`src/rtl/avalon_packet_buffer_pkg.sv`:
```
// avalon_packet_buffer_pack: shared types and default sizes for the packet buffer
package avalon_packet_buffer_pack;
   localparam int DEF_DATA_WIDTH  = 8;
   localparam int DEF_EMPTY_WIDTH = 1;
   localparam int DEF_DEPTH       = 16;
   typedef enum logic [1:0] {WAIT_FOR_SOP, WRITE, DROP} avalon_packet_buffer_sm_t;
endpackage

```
`src/rtl/avalon_packet_buffer_if.sv`:
```
// avalon_st_if: Avalon-ST stream bundle with source (master) and sink (slave) views
interface avalon_st_if #(
   parameter int DATA_WIDTH  = 8,
   parameter int EMPTY_WIDTH = 1
) ();
   logic                   valid;
   logic                   ready;
   logic                   sop;
   logic                   eop;
   logic [DATA_WIDTH-1:0]  data;
   logic [EMPTY_WIDTH-1:0] empty;
   modport master (output valid, sop, eop, data, empty, input ready);
   modport slave  (input valid, sop, eop, data, empty, output ready);
endinterface

```
`src/rtl/avalon_packet_buffer_ram.sv`:
```
// avalon_buffer_ram: DEPTH x WIDTH register array, one clocked write port, one asynchronous read port
module avalon_buffer_ram #(
   parameter int WIDTH = 11,
   parameter int DEPTH = 16
) (
   input  logic                     clk,
   input  logic                     we_i,
   input  logic [$clog2(DEPTH)-1:0] waddr_i,
   input  logic [WIDTH-1:0]         wdata_i,
   input  logic [$clog2(DEPTH)-1:0] raddr_i,
   output logic [WIDTH-1:0]         rdata_o
);
   logic [WIDTH-1:0] mem_q [DEPTH];
   // contents are not reset; validity is tracked by the pointers in the top
   always_ff @(posedge clk) begin
      if (we_i) mem_q[waddr_i] <= wdata_i;
   end
   assign rdata_o = mem_q[raddr_i];
endmodule

```
`src/rtl/avalon_packet_buffer.sv`:
```
// avalon_packet_buffer: store-and-forward Avalon-ST FIFO that drops messages which do not fit
module avalon_packet_buffer
   import avalon_packet_buffer_pack::*;
#(
   parameter int DATA_WIDTH  = DEF_DATA_WIDTH,
   parameter int EMPTY_WIDTH = DEF_EMPTY_WIDTH,
   parameter int DEPTH       = DEF_DEPTH
) (
   input  logic                   clk,
   input  logic                   rst,
   avalon_st_if.slave             enforced_msg,
   avalon_st_if.master            buffered_msg,
   output logic                   drop_pulse,
   output logic [$clog2(DEPTH):0] packet_count
);
   localparam int ADDR_W = $clog2(DEPTH);
   localparam int PW = ADDR_W + 1;
   localparam logic [PW-1:0] FULL = PW'(DEPTH);
   typedef struct packed {
      logic                   sop;
      logic                   eop;
      logic [EMPTY_WIDTH-1:0] empty;
      logic [DATA_WIDTH-1:0]  data;
   } entry_t;
   avalon_packet_buffer_sm_t state_q;
   logic [PW-1:0] wr_q, commit_q, rd_q, count_q;
   logic [PW-1:0] wr_d, commit_d, rd_d, count_d, base;
   logic drop_q, drop_d;
   logic restart, start, cont, space, we, commit, out_valid, xfer;
   entry_t wr_e, rd_e;
   assign wr_e = {enforced_msg.sop, enforced_msg.eop, enforced_msg.empty, enforced_msg.data};
   // a sop outside WAIT_FOR_SOP abandons the partial message, so it writes from the last commit point
   always_comb begin
      start     = enforced_msg.valid && enforced_msg.sop;
      restart   = start && state_q != WAIT_FOR_SOP;
      cont      = enforced_msg.valid && !enforced_msg.sop && state_q == WRITE;
      base      = restart ? commit_q : wr_q;
      space     = (base - rd_q) != FULL;
      we        = (start || cont) && space;
      commit    = we && enforced_msg.eop;
      out_valid = rd_q != commit_q;
      xfer      = out_valid && buffered_msg.ready;
      wr_d      = we ? base + PW'(1) : (enforced_msg.valid && state_q != WAIT_FOR_SOP) ? commit_q : wr_q;
      commit_d  = commit ? base + PW'(1) : commit_q;
      rd_d      = xfer ? rd_q + PW'(1) : rd_q;
      count_d   = count_q + PW'(commit) - PW'(xfer && rd_e.eop);
      drop_d    = enforced_msg.valid && ((enforced_msg.sop && !space) ||
                  (state_q == WRITE && (enforced_msg.sop || !space)));
   end
   // input state machine, pointers, message counter and registered drop pulse
   always_ff @(posedge clk or negedge rst) begin
      if (!rst) begin
         state_q  <= WAIT_FOR_SOP;
         wr_q     <= '0;
         commit_q <= '0;
         rd_q     <= '0;
         count_q  <= '0;
         drop_q   <= 1'b0;
      end else begin
         wr_q     <= wr_d;
         commit_q <= commit_d;
         rd_q     <= rd_d;
         count_q  <= count_d;
         drop_q   <= drop_d;
         if (start || (enforced_msg.valid && state_q != WAIT_FOR_SOP))
            state_q <= enforced_msg.eop ? WAIT_FOR_SOP :
                       (space && (start || state_q == WRITE)) ? WRITE : DROP;
      end
   end
   avalon_buffer_ram #(.WIDTH($bits(entry_t)), .DEPTH(DEPTH)) u_ram (
      .clk     (clk),
      .we_i    (we),
      .waddr_i (base[ADDR_W-1:0]),
      .wdata_i (wr_e),
      .raddr_i (rd_q[ADDR_W-1:0]),
      .rdata_o (rd_e)
   );
   assign enforced_msg.ready = 1'b1;
   assign buffered_msg.valid = out_valid;
   assign buffered_msg.sop   = out_valid && rd_e.sop;
   assign buffered_msg.eop   = out_valid && rd_e.eop;
   assign buffered_msg.data  = out_valid ? rd_e.data : '0;
   assign buffered_msg.empty = (out_valid && rd_e.eop) ? rd_e.empty : '0;
   assign drop_pulse   = drop_q;
   assign packet_count = count_q;
endmodule

```
`src/flat_wrapper.sv`:
```
// flat-port wrapper written by rule: the top's interface ports become plain ports
module avalon_packet_buffer_flat import avalon_packet_buffer_pack::*;
#(
   parameter int DATA_WIDTH  = DEF_DATA_WIDTH,
   parameter int EMPTY_WIDTH = DEF_EMPTY_WIDTH,
   parameter int DEPTH       = DEF_DEPTH
)
  (clk, rst, drop_pulse, packet_count, enforced_msg_valid, enforced_msg_sop, enforced_msg_eop, enforced_msg_data, enforced_msg_empty, enforced_msg_ready, buffered_msg_valid, buffered_msg_sop, buffered_msg_eop, buffered_msg_data, buffered_msg_empty, buffered_msg_ready);
  avalon_st_if #(.DATA_WIDTH(DATA_WIDTH), .EMPTY_WIDTH(EMPTY_WIDTH)) enforced_msg_i ();
  avalon_st_if #(.DATA_WIDTH(DATA_WIDTH), .EMPTY_WIDTH(EMPTY_WIDTH)) buffered_msg_i ();
  input  logic clk;
  input  logic rst;
  output logic drop_pulse;
  output logic [$clog2(DEPTH):0] packet_count;
  input wire logic [$bits(enforced_msg_i.valid)-1:0] enforced_msg_valid;
  input wire logic [$bits(enforced_msg_i.sop)-1:0] enforced_msg_sop;
  input wire logic [$bits(enforced_msg_i.eop)-1:0] enforced_msg_eop;
  input wire logic [$bits(enforced_msg_i.data)-1:0] enforced_msg_data;
  input wire logic [$bits(enforced_msg_i.empty)-1:0] enforced_msg_empty;
  output wire logic [$bits(enforced_msg_i.ready)-1:0] enforced_msg_ready;
  output wire logic [$bits(buffered_msg_i.valid)-1:0] buffered_msg_valid;
  output wire logic [$bits(buffered_msg_i.sop)-1:0] buffered_msg_sop;
  output wire logic [$bits(buffered_msg_i.eop)-1:0] buffered_msg_eop;
  output wire logic [$bits(buffered_msg_i.data)-1:0] buffered_msg_data;
  output wire logic [$bits(buffered_msg_i.empty)-1:0] buffered_msg_empty;
  input wire logic [$bits(buffered_msg_i.ready)-1:0] buffered_msg_ready;
  assign enforced_msg_i.valid = enforced_msg_valid;
  assign enforced_msg_i.sop = enforced_msg_sop;
  assign enforced_msg_i.eop = enforced_msg_eop;
  assign enforced_msg_i.data = enforced_msg_data;
  assign enforced_msg_i.empty = enforced_msg_empty;
  assign enforced_msg_ready = enforced_msg_i.ready;
  assign buffered_msg_valid = buffered_msg_i.valid;
  assign buffered_msg_sop = buffered_msg_i.sop;
  assign buffered_msg_eop = buffered_msg_i.eop;
  assign buffered_msg_data = buffered_msg_i.data;
  assign buffered_msg_empty = buffered_msg_i.empty;
  assign buffered_msg_i.ready = buffered_msg_ready;
  avalon_packet_buffer #(.DATA_WIDTH(DATA_WIDTH), .EMPTY_WIDTH(EMPTY_WIDTH), .DEPTH(DEPTH)) u_core (.clk(clk), .rst(rst), .enforced_msg(enforced_msg_i), .buffered_msg(buffered_msg_i), .drop_pulse(drop_pulse), .packet_count(packet_count));
endmodule
```
`config.mk`:
```
export PLATFORM = sky130hd
export DESIGN_NAME = avalon_packet_buffer_flat
export DESIGN_NICKNAME = d
export VERILOG_FILES = /design/src/rtl/avalon_packet_buffer_pkg.sv /design/src/rtl/avalon_packet_buffer_if.sv /design/src/rtl/avalon_packet_buffer_ram.sv /design/src/rtl/avalon_packet_buffer.sv /design/src/flat_wrapper.sv
export SDC_FILE = /design/constraint.sdc
export NUM_CORES = 1
export LEC_CHECK = 0
export CORE_ASPECT_RATIO = 0.7
export CORE_UTILIZATION = 40
export DETAILED_ROUTE_END_ITERATION = 10
export PLACE_DENSITY = 0.61
export SKIP_CTS_REPAIR_TIMING = 1
export SYNTH_ARGS = -nofsm -noshare
export SYNTH_HDL_FRONTEND = slang
export SYNTH_HIERARCHICAL = 1
export SYNTH_SLANG_ARGS = --single-unit
export TNS_END_PERCENT = 30
```
`constraint.sdc`:
```
create_clock -name clk -period 12.04 [get_ports clk]
set_input_delay 3.01 -clock clk [delete_from_list [all_inputs] [get_ports clk]]
set_output_delay 3.01 -clock clk [all_outputs]
set_load 0.05 [all_outputs]
```
==> flow_summary.yaml, run 1 <==
synthesis:
  netlist_instances: 447
  syn-cell-area_um2: 8410
  synth-warning-count: 6
  synth_async_sr_flop_share_pct: 11.6
  synth_area_per_cell_um2: 18.8
  synth.yosys.seq_area_share_pct: 69.7
  synthDistinctLibCells: 48
  postSynthRegisterBits: 199
  leading_register_cell_type_out_of_synthesis: "edfxtp_1"
  postSynthNetCount: 474
  synth_edf_count: 176
timing:
  setup_repair_after_global_routing_missed_its_margin: "no"
  hold_slack_ns: 0.515
  tightest_slew_ns: 1.15
  slew_headroom_pct: 23.5
  total_negative_setup_slacks_ns: 0
  setup_viol_count_final: 0
  finalCritPeriodShare_pct: 58.4
  finalHoldViolCount: 0
  maxSlewViolCount: 0
  timing.final.crit_period_ns: 7.03
  clock-skew-final_ns: 0.0109
  timing.fmax_ghz: 0.142
drt:
  dr_total_vias: 4270
  drtIter0Drc: 381
  post-route-drc-count: 0
  avgViaCountPerCell: 5.47
  wirelength_um: 17400
  antenna_left: 0
  route.detailed.wl_per_inst_um: 22.3
  drtPass1Iterations: 5
clocking:
  clk-insertion-delay-late_ns: 0.44
  tritoncts.num_buffers: 17
  root_buffer: "clkbuf_16"
  h_tree_depth: 4
  clk_buf_depth: 2
  cts.sinks: 199
  cts_tree: "yes"
  clk_transition_reported_paths_ns: 0.08
die:
  top_ports: 34
  fp-row-count: 43
  start_util_pct: 41.7
  die_h_um: 123
  die_width_um: 175
  floorplan.die_area_um2: 21600
  core_area_um2: 20200
power_and_ir_drop:
  cellPowerDensity_nw_per_um2: 267
  worst_ir_drop_vdd_mv: 0.116
  power.static_leakage_uw: 0.00333
worst_setup_path:
  critical_path.startpoint: "enforced_msg_sop"
  critical_path_arrival_ns: 7.08
  crit_required_ns: 12.09
  critPathMaxFanout: 22
  cp-end-kind: "flop"
  rr_startpoint: "u_core/state_q[0]"
  critPathKind: "input port to flop"
  critical_path.startpoint_type: "input port"
global_route:
  grt_pass1_vias: 4428
  grt_first_pass_wirelength_um: 26500
  grt_util_all_layers_pct: 17.3
  total_gr_overflow: 0
  antenna_found_initial: 0
  grt_max_degree: 50
cells_and_area:
  share_of_post_route_cells_with_drive_strength_above_1_pct: 19.8
  syn_to_final_growth_pct: 15.2
  fin_util_pct: 48.0
  layout_common_cells: "edfxtp_1 (176), clkdlybuf4s50_1 (32), mux4_2 (23)"
  mostFrequentLayoutCell: "edfxtp_1"
  antenna_cells: 0
  finish.net_count: 525
place:
  finalWeightedCongestion: 0.843
  buffer_ports.inserted: 32
  dp_hpwl_um: 10900
run_status:
  result_of_the_run: "completed"
worst_hold_path:
  class_of_the_worst_hold_path: "flop to flop"
  timing.hold.worst.start: "u_core/packet_count[0]"
run:
  drv.max_cap_violation_count: 0
[Yosys cell counts, types with 4 or more instances]
cell      number  area, um^2
nor2_1        21        78.8
mux4_1        21         552
nor3_1         5        25.0
and2_1        11        68.8
a21oi_1        5        25.0
mux2i_1        6        60.1
dfrtp_1       23         576
and3_1         4        25.0
nand2_1       18        67.6
ha_1          11         138
edfxtp_1     176        5290
inv_1         12        45.0
xor2_1         5        43.8
mux2_2        14         158
nand3_1        9        45.0
xnor2_1       13         114
mux4_2        23         518
a22oi_1       22         165
buf_2          5        25.0
[area by class of cell]
class | count | area, um^2
clock buffer | 17 | 425
clock inverter | 15 | 186
fill | 1649 | 10500
inverter | 12 | 45.0
multi-input combinational | 220 | 2390
sequential | 199 | 5860
tap | 270 | 338
timing repair buffer | 48 | 440
[worst max-delay path: stages]
cell	delay [ns]
clkdlybuf4s50_1	0.45
buf_4	0.25
o211ai_4	0.18
mux2_2	0.39
ha_1	0.35
a21oi_1	0.28
a21bo_2	0.21
a21oi_2	0.09
a211oi_4	0.50
or3b_2	0.54
nor2_1	0.81
[power by group]
part           leakage (uW)  switching, uW  internal, uW  total, uW
clock network      0.000299            291           286        577
logic               0.00117            649           436       1090
registers           0.00186           70.8           852        922
total               0.00333           1010          1570       2590
[metal layers]
layer | share of wire (%) | track usage (%) | routed length (um) | up-vias
met5 | 0 | 0 | 0 | -
met4 | 0.95 | 4.73 | 165 | 0
met3 | 5.5 | 3.69 | 965 | 11
met2 | 45 | 27.0 | 7900 | 123
met1 | 48 | 24.6 | 8380 | 2231
li1 | - | - | - | 1905
[per-stage QoR]
step	setup slack, ns	cell area [um^2]	power [uW]	instances
floorplan	5.57	8410	1720	447
global placement	4.77	9080	2000	749
detailed placement	4.58	9080	2020	749
CTS	5.05	9690	2600	781
global route	4.72	9690	2700	781
finish	5.01	9690	2590	781
[sequential cells by signal (all words and copies together) (netlist names)]
signal	flops
u_core/u_ram/mem_q	176
u_core/rd_q	5
u_core/commit_q	5
u_core/packet_count	5
u_core/drop_pulse	1
u_core/state_q	2
u_core/wr_q	5
[final timing paths]
check	endpoint	slack (ns)	depth (start not counted)
max reg2reg	u_core/u_ram/mem_q[1][3]	7.60	9
max	u_core/u_ram/mem_q[1][3]	5.01	11
min	u_core/packet_count[0]	0.52	1
min reg2reg	u_core/packet_count[0]	0.52	1
min in group asynchronous	u_core/commit_q[2]	3.13	1
max in group asynchronous	u_core/rd_q[0]	8.22	1
[kinds of logic (layout without fill, tap and decap cells)]
group | after synthesis | in the layout | synth area share [%]
flops | 199 | 199 | 69.7
simple gates | 82 | 82 | 4.95
mux | 65 | 65 | 15.5
compound gates | 42 | 42 | 3.94
buf+inv | 28 | 92 | 2.14
xor+xnor | 18 | 18 | 1.87
fa+ha+maj | 12 | 12 | 1.87
other cells | 1 | 1 | 0.0446
Note: power is estimated with default switching activity, not from simulation.
==> run 2: changes to the inputs <==
--- a/config.mk
+++ b/config.mk
@@ -8,7 +8,7 @@
 export CORE_ASPECT_RATIO = 0.7
 export CORE_UTILIZATION = 40
 export DETAILED_ROUTE_END_ITERATION = 10
-export PLACE_DENSITY = 0.61
+export PLACE_DENSITY = 0.63
 export SKIP_CTS_REPAIR_TIMING = 1
 export SYNTH_ARGS = -nofsm -noshare
 export SYNTH_HDL_FRONTEND = slang
==> constraint.sdc (replaced) <==
create_clock -name clk -period 6.45 [get_ports clk]
set_input_delay 1.6125 -clock clk [delete_from_list [all_inputs] [get_ports clk]]
set_output_delay 1.6125 -clock clk [all_outputs]
set_load 0.05 [all_outputs]
==> flow_summary.yaml, run 2 (synthesis gave the netlist of run 1 again) <==
worst_setup_path:
  critPathMaxFanout: 8
  rr_startpoint: "u_core/state_q[0]"
  critical_path_arrival_ns: 5.76
  critical_path.startpoint_type: "input port"
  regToRegEndpoint: "u_core/packet_count[4]"
  critPathKind: "input port to flop"
  crit_required_ns: 6.81
  worst_r2r_path_depth: 15
  cp-end-kind: "flop"
  r2r_setup_slack_ns: 2.19
worst_hold_path:
  min_delay_worst_endpoint: "u_core/packet_count[0]"
  class_of_the_worst_hold_path: "flop to flop"
  timing.hold.worst.start: "u_core/packet_count[0]"
  timing.hold.worst_path_depth: 1
timing:
  slew_headroom_pct: 22.0
  clock-skew-final_ns: 0.00975
  setup_viol_count_final: 0
  total_negative_setup_slacks_ns: 0
  setup_repair_after_global_routing_missed_its_margin: "no"
  tightest_slew_ns: 1.17
  timing.final.crit_period_ns: 5.40
  maxSlewViolCount: 0
  timing.fmax_ghz: 0.185
  finalCritPeriodShare_pct: 83.8
  finalHoldViolCount: 0
cells_and_area:
  share_of_post_route_cells_with_drive_strength_above_1_pct: 20.5
  layout_common_cells: "edfxtp_1 (176), clkdlybuf4s50_1 (32), buf_4 (27)"
  syn_to_final_growth_pct: 15.3
  number_of_inserted_filler_cells_in_the_final_layout: 1649
  multiInputGateArea_um2: 2390
  finish.net_count: 536
  largest_register: "u_core/u_ram/mem_q"
  stdcell_count: 792
  mostFrequentLayoutCell: "edfxtp_1"
  area.sequential_um2: 5860
  antenna_cells: 0
  largest_register_ff_count: 176
die:
  die_width_um: 175
  top_ports: 34
  die_h_um: 123
  floorplan.die_area_um2: 21600
  start_util_pct: 41.7
  core_area_um2: 20200
  fp-row-count: 43
clocking:
  clk-insertion-delay-late_ns: 0.43
  clk_buf_depth: 2
  root_buffer: "clkbuf_16"
  h_tree_depth: 4
  cts_tree: "yes"
  clk_transition_reported_paths_ns: 0.07
  cts.sinks: 199
  tritoncts.num_buffers: 17
power_and_ir_drop:
  power.static_leakage_uw: 0.00336
  cellPowerDensity_nw_per_um2: 488
  totalPowerFinal_uw: 4730
  worst_ir_drop_vdd_mv: 0.163
drt:
  post-route-drc-count: 0
  antenna_left: 0
  avgViaCountPerCell: 5.43
  dr_total_vias: 4303
  route.detailed.wl_per_inst_um: 22.1
  wirelength_um: 17500
  drtIter0Drc: 321
  drtPass1Iterations: 6
run:
  drv.max_cap_violation_count: 0
place:
  finalWeightedCongestion: 0.816
  buffer_ports.inserted: 32
  dp_hpwl_um: 11700
  place_inst: 760
global_route:
  grt_pass1_vias: 4330
  antenna_found_initial: 0
  grt_util_all_layers_pct: 17.4
  grt_first_pass_wirelength_um: 26600
  total_gr_overflow: 0
  grt_max_degree: 31
run_status:
  result_of_the_run: "completed"
## run 2: changes by cell type in the layout (fill, tap and decap cells not counted), sizes merged
cell | before | now
buf | 16 | 27
bufinv | 0 | 1
clkbuf | 17 | 21
clkinv | 4 | 7
inv | 23 | 15
## run 2: critical path: stages
cell and delay (ns):
clkdlybuf4s50_1 0.55, o211ai_4 0.23, mux2_2 0.45, ha_1 0.34, a21oi_1 0.26, a21bo_2 0.21
nand3_1 0.10, a31oi_2 0.44, inv_1 0.10, ha_1 0.29, inv_1 0.04, ha_1 0.20
fa_1 0.44, a21o_1 0.20, a21oi_1 0.17, xnor2_1 0.13
## run 2: how the worst max path moves through the flow
| stage | startpoint | endpoint | slack (ns) |
|---|---|---|---|
| detailed placement | enforced_msg_sop | u_core/packet_count[4] | 0.62 |
| CTS | enforced_msg_sop | u_core/packet_count[4] | 1.07 |
| floorplan | enforced_msg_sop | u_core/u_ram/mem_q[0][0] | 1.38 |
| finish | enforced_msg_valid | u_core/packet_count[4] | 1.05 |
| global route | enforced_msg_sop | u_core/packet_count[4] | 0.84 |
| global placement | enforced_msg_sop | u_core/packet_count[4] | 0.73 |
## run 2: power breakdown
part / internal [uW] / switching (uW)
registers: 1590 / 158
logic: 828 / 1170
clock network: 533 / 449
## run 2: final cells by class
| type | instances | share of cell area [%] |
|---|---|---|
| clock buffers | 21 | 4.54 |
| clock inverters | 11 | 0.994 |
| inverters | 12 | 0.465 |
| multi-input cells | 220 | 24.6 |
| flip-flops and latches | 199 | 60.5 |
| well taps | 270 | 3.48 |
| repair buffers | 59 | 5.39 |
## run 2: through the flow
step | util (%) | worst slack [ns] | hold WS, ns | instance area [um^2]
global placement | 45.4 | 0.726 | 0.544 | 9160
detailed placement | 45.4 | 0.624 | 0.546 | 9160
floorplan | - | 1.38 | 0.503 | 8410
global route | 48.1 | 0.844 | 0.586 | 9700
CTS | 48.1 | 1.07 | 0.561 | 9700
finish | 48.1 | 1.05 | 0.559 | 9700
## run 2: per-layer routing
layer  track usage [%]  up-vias  part of all wire [%]
met2              26.3      131                    46
met3              4.00       14                   6.6
li1                  -     1923                     -
met5                 0        -                     0
met4              5.00        0                  0.89
met1              25.2     2235                    47
==> run 3: changes to the inputs <==
==> constraint.sdc (replaced) <==
create_clock -name clk -period 4.4 [get_ports clk]
set_input_delay 1.1 -clock clk [delete_from_list [all_inputs] [get_ports clk]]
set_output_delay 1.1 -clock clk [all_outputs]
set_load 0.05 [all_outputs]
==> flow_summary.yaml, run 3 (synthesis gave the netlist of run 1 again) <==
worst_setup_path:
  regToRegEndpoint: "u_core/packet_count[4]"
  cp-end-kind: "primary output"
  critPathMaxFanout: 49
  worst_r2r_path_depth: 15
  critPathCapture: "buffered_msg_empty"
  critical_path.startpoint_type: "flop"
  crit_required_ns: 3.30
  critPathKind: "flop to primary output"
  critical_path.startpoint: "u_core/rd_q[0]"
  r2r_setup_slack_ns: 0.70
  rr_startpoint: "u_core/state_q[0]"
  critical_path_arrival_ns: 3.01
drt:
  wirelength_um: 17700
  route.detailed.wl_per_inst_um: 21.5
  drtPass1Iterations: 5
  dr_total_vias: 4443
  avgViaCountPerCell: 5.40
  post-route-drc-count: 0
  antenna_left: 0
  drtIter0Drc: 365
timing:
  fin_ws_ns: 0.287
  timing.fmax_ghz: 0.243
  maxSlewViolCount: 0
  slew_headroom_pct: 26.1
  setup_viol_count_final: 0
  clock-skew-final_ns: 0.0130
  setup_repair_after_global_routing_missed_its_margin: "no"
  finalHoldViolCount: 0
  tightest_slew_ns: 1.11
  hold_slack_ns: 0.524
  timing.final.crit_period_ns: 4.11
  finalCritPeriodShare_pct: 93.5
clocking:
  clk_buf_depth: 2
  cts_tree: "yes"
  cts.sinks: 199
  h_tree_depth: 4
  root_buffer: "clkbuf_16"
  tritoncts.num_buffers: 17
  clk_transition_reported_paths_ns: 0.08
  clk-insertion-delay-late_ns: 0.43
cells_and_area:
  mostFrequentLayoutCell: "edfxtp_1"
  largest_register: "u_core/u_ram/mem_q"
  finish.net_count: 567
  largest_register_ff_count: 176
  syn_to_final_growth_pct: 19.1
  fin_util_pct: 49.7
  antenna_cells: 0
  layout_common_cells: "edfxtp_1 (176), buf_4 (56), clkdlybuf4s50_1 (30)"
  share_of_post_route_cells_with_drive_strength_above_1_pct: 25.9
global_route:
  grt_max_degree: 50
  total_gr_overflow: 0
  grt_util_all_layers_pct: 17.5
  antenna_found_initial: 0
  grt_first_pass_wirelength_um: 27000
  grt_pass1_vias: 4565
place:
  finalWeightedCongestion: 0.793
  post-place-ws_ns: -0.410
  dp_hpwl_um: 11900
  buffer_ports.inserted: 32
die:
  fp-row-count: 43
  top_ports: 34
  die_width_um: 175
  start_util_pct: 41.7
  die_h_um: 123
  floorplan.die_area_um2: 21600
  core_area_um2: 20200
run_status:
  result_of_the_run: "completed"
worst_hold_path:
  class_of_the_worst_hold_path: "flop to flop"
power_and_ir_drop:
  cellPowerDensity_nw_per_um2: 728
  power.static_leakage_uw: 0.00356
  worst_ir_drop_vdd_mv: 0.356
  totalPowerFinal_uw: 7300
run:
  drv.max_cap_violation_count: 0
run 3: critical path, cell delays in order, from the launching register on:
cell,delay [ns]
dfrtp_2,0.37
buf_12,0.32
mux4_2,0.56
a22oi_1,0.26
nand2_1,0.13
and3_1,0.20
clkdlybuf4s50_1,0.70
run 3: how the worst min path moves through the flow:
stage	startpoint	endpoint	slack (ns)	cells after the start
after detailed placement	u_core/packet_count[0]	u_core/packet_count[0]	0.51	1
after CTS	u_core/packet_count[0]	u_core/packet_count[0]	0.53	1
after global placement	u_core/packet_count[0]	u_core/packet_count[0]	0.51	1
after global routing	u_core/packet_count[0]	u_core/packet_count[0]	0.54	1
after floorplan	u_core/rd_q[4]	u_core/rd_q[4]	0.50	1
final	u_core/packet_count[0]	u_core/packet_count[0]	0.52	1
run 3: per-layer routing:
layer	track usage [%]	share of wire, %	routed length (um)
met5	0	0	0
met4	6.79	1.4	248
met3	3.32	4.7	839
met2	27.2	47	8290
met1	24.6	47	8310
run 3: per-stage QoR:
step	area, um^2	std cells	setup TNS (ns)
after global placement	9420	791	-4.84
final	10000	823	0
after CTS	10000	823	0
after global routing	10000	823	0
after floorplan	8420	447	0
after detailed placement	9420	791	-15.54
run 3: cell type report:
class | count | area, um^2
clock inverters | 14 | 163
well taps | 270 | 338
inverters | 12 | 45.0
clock buffers | 18 | 429
flip-flops and latches | 199 | 5860
repair buffers | 90 | 786
multi-input cells | 220 | 2390
fillers | 1661 | 10200
run 3: where the power goes:
group | switching, uW | leakage [uW] | internal [uW] | total (uW)
combinational | 1840 | 0.00141 | 1400 | 3240
clock | 706 | 0.000287 | 854 | 1560
sequential | 162 | 0.00186 | 2330 | 2490
total | 2710 | 0.00356 | 4590 | 7300
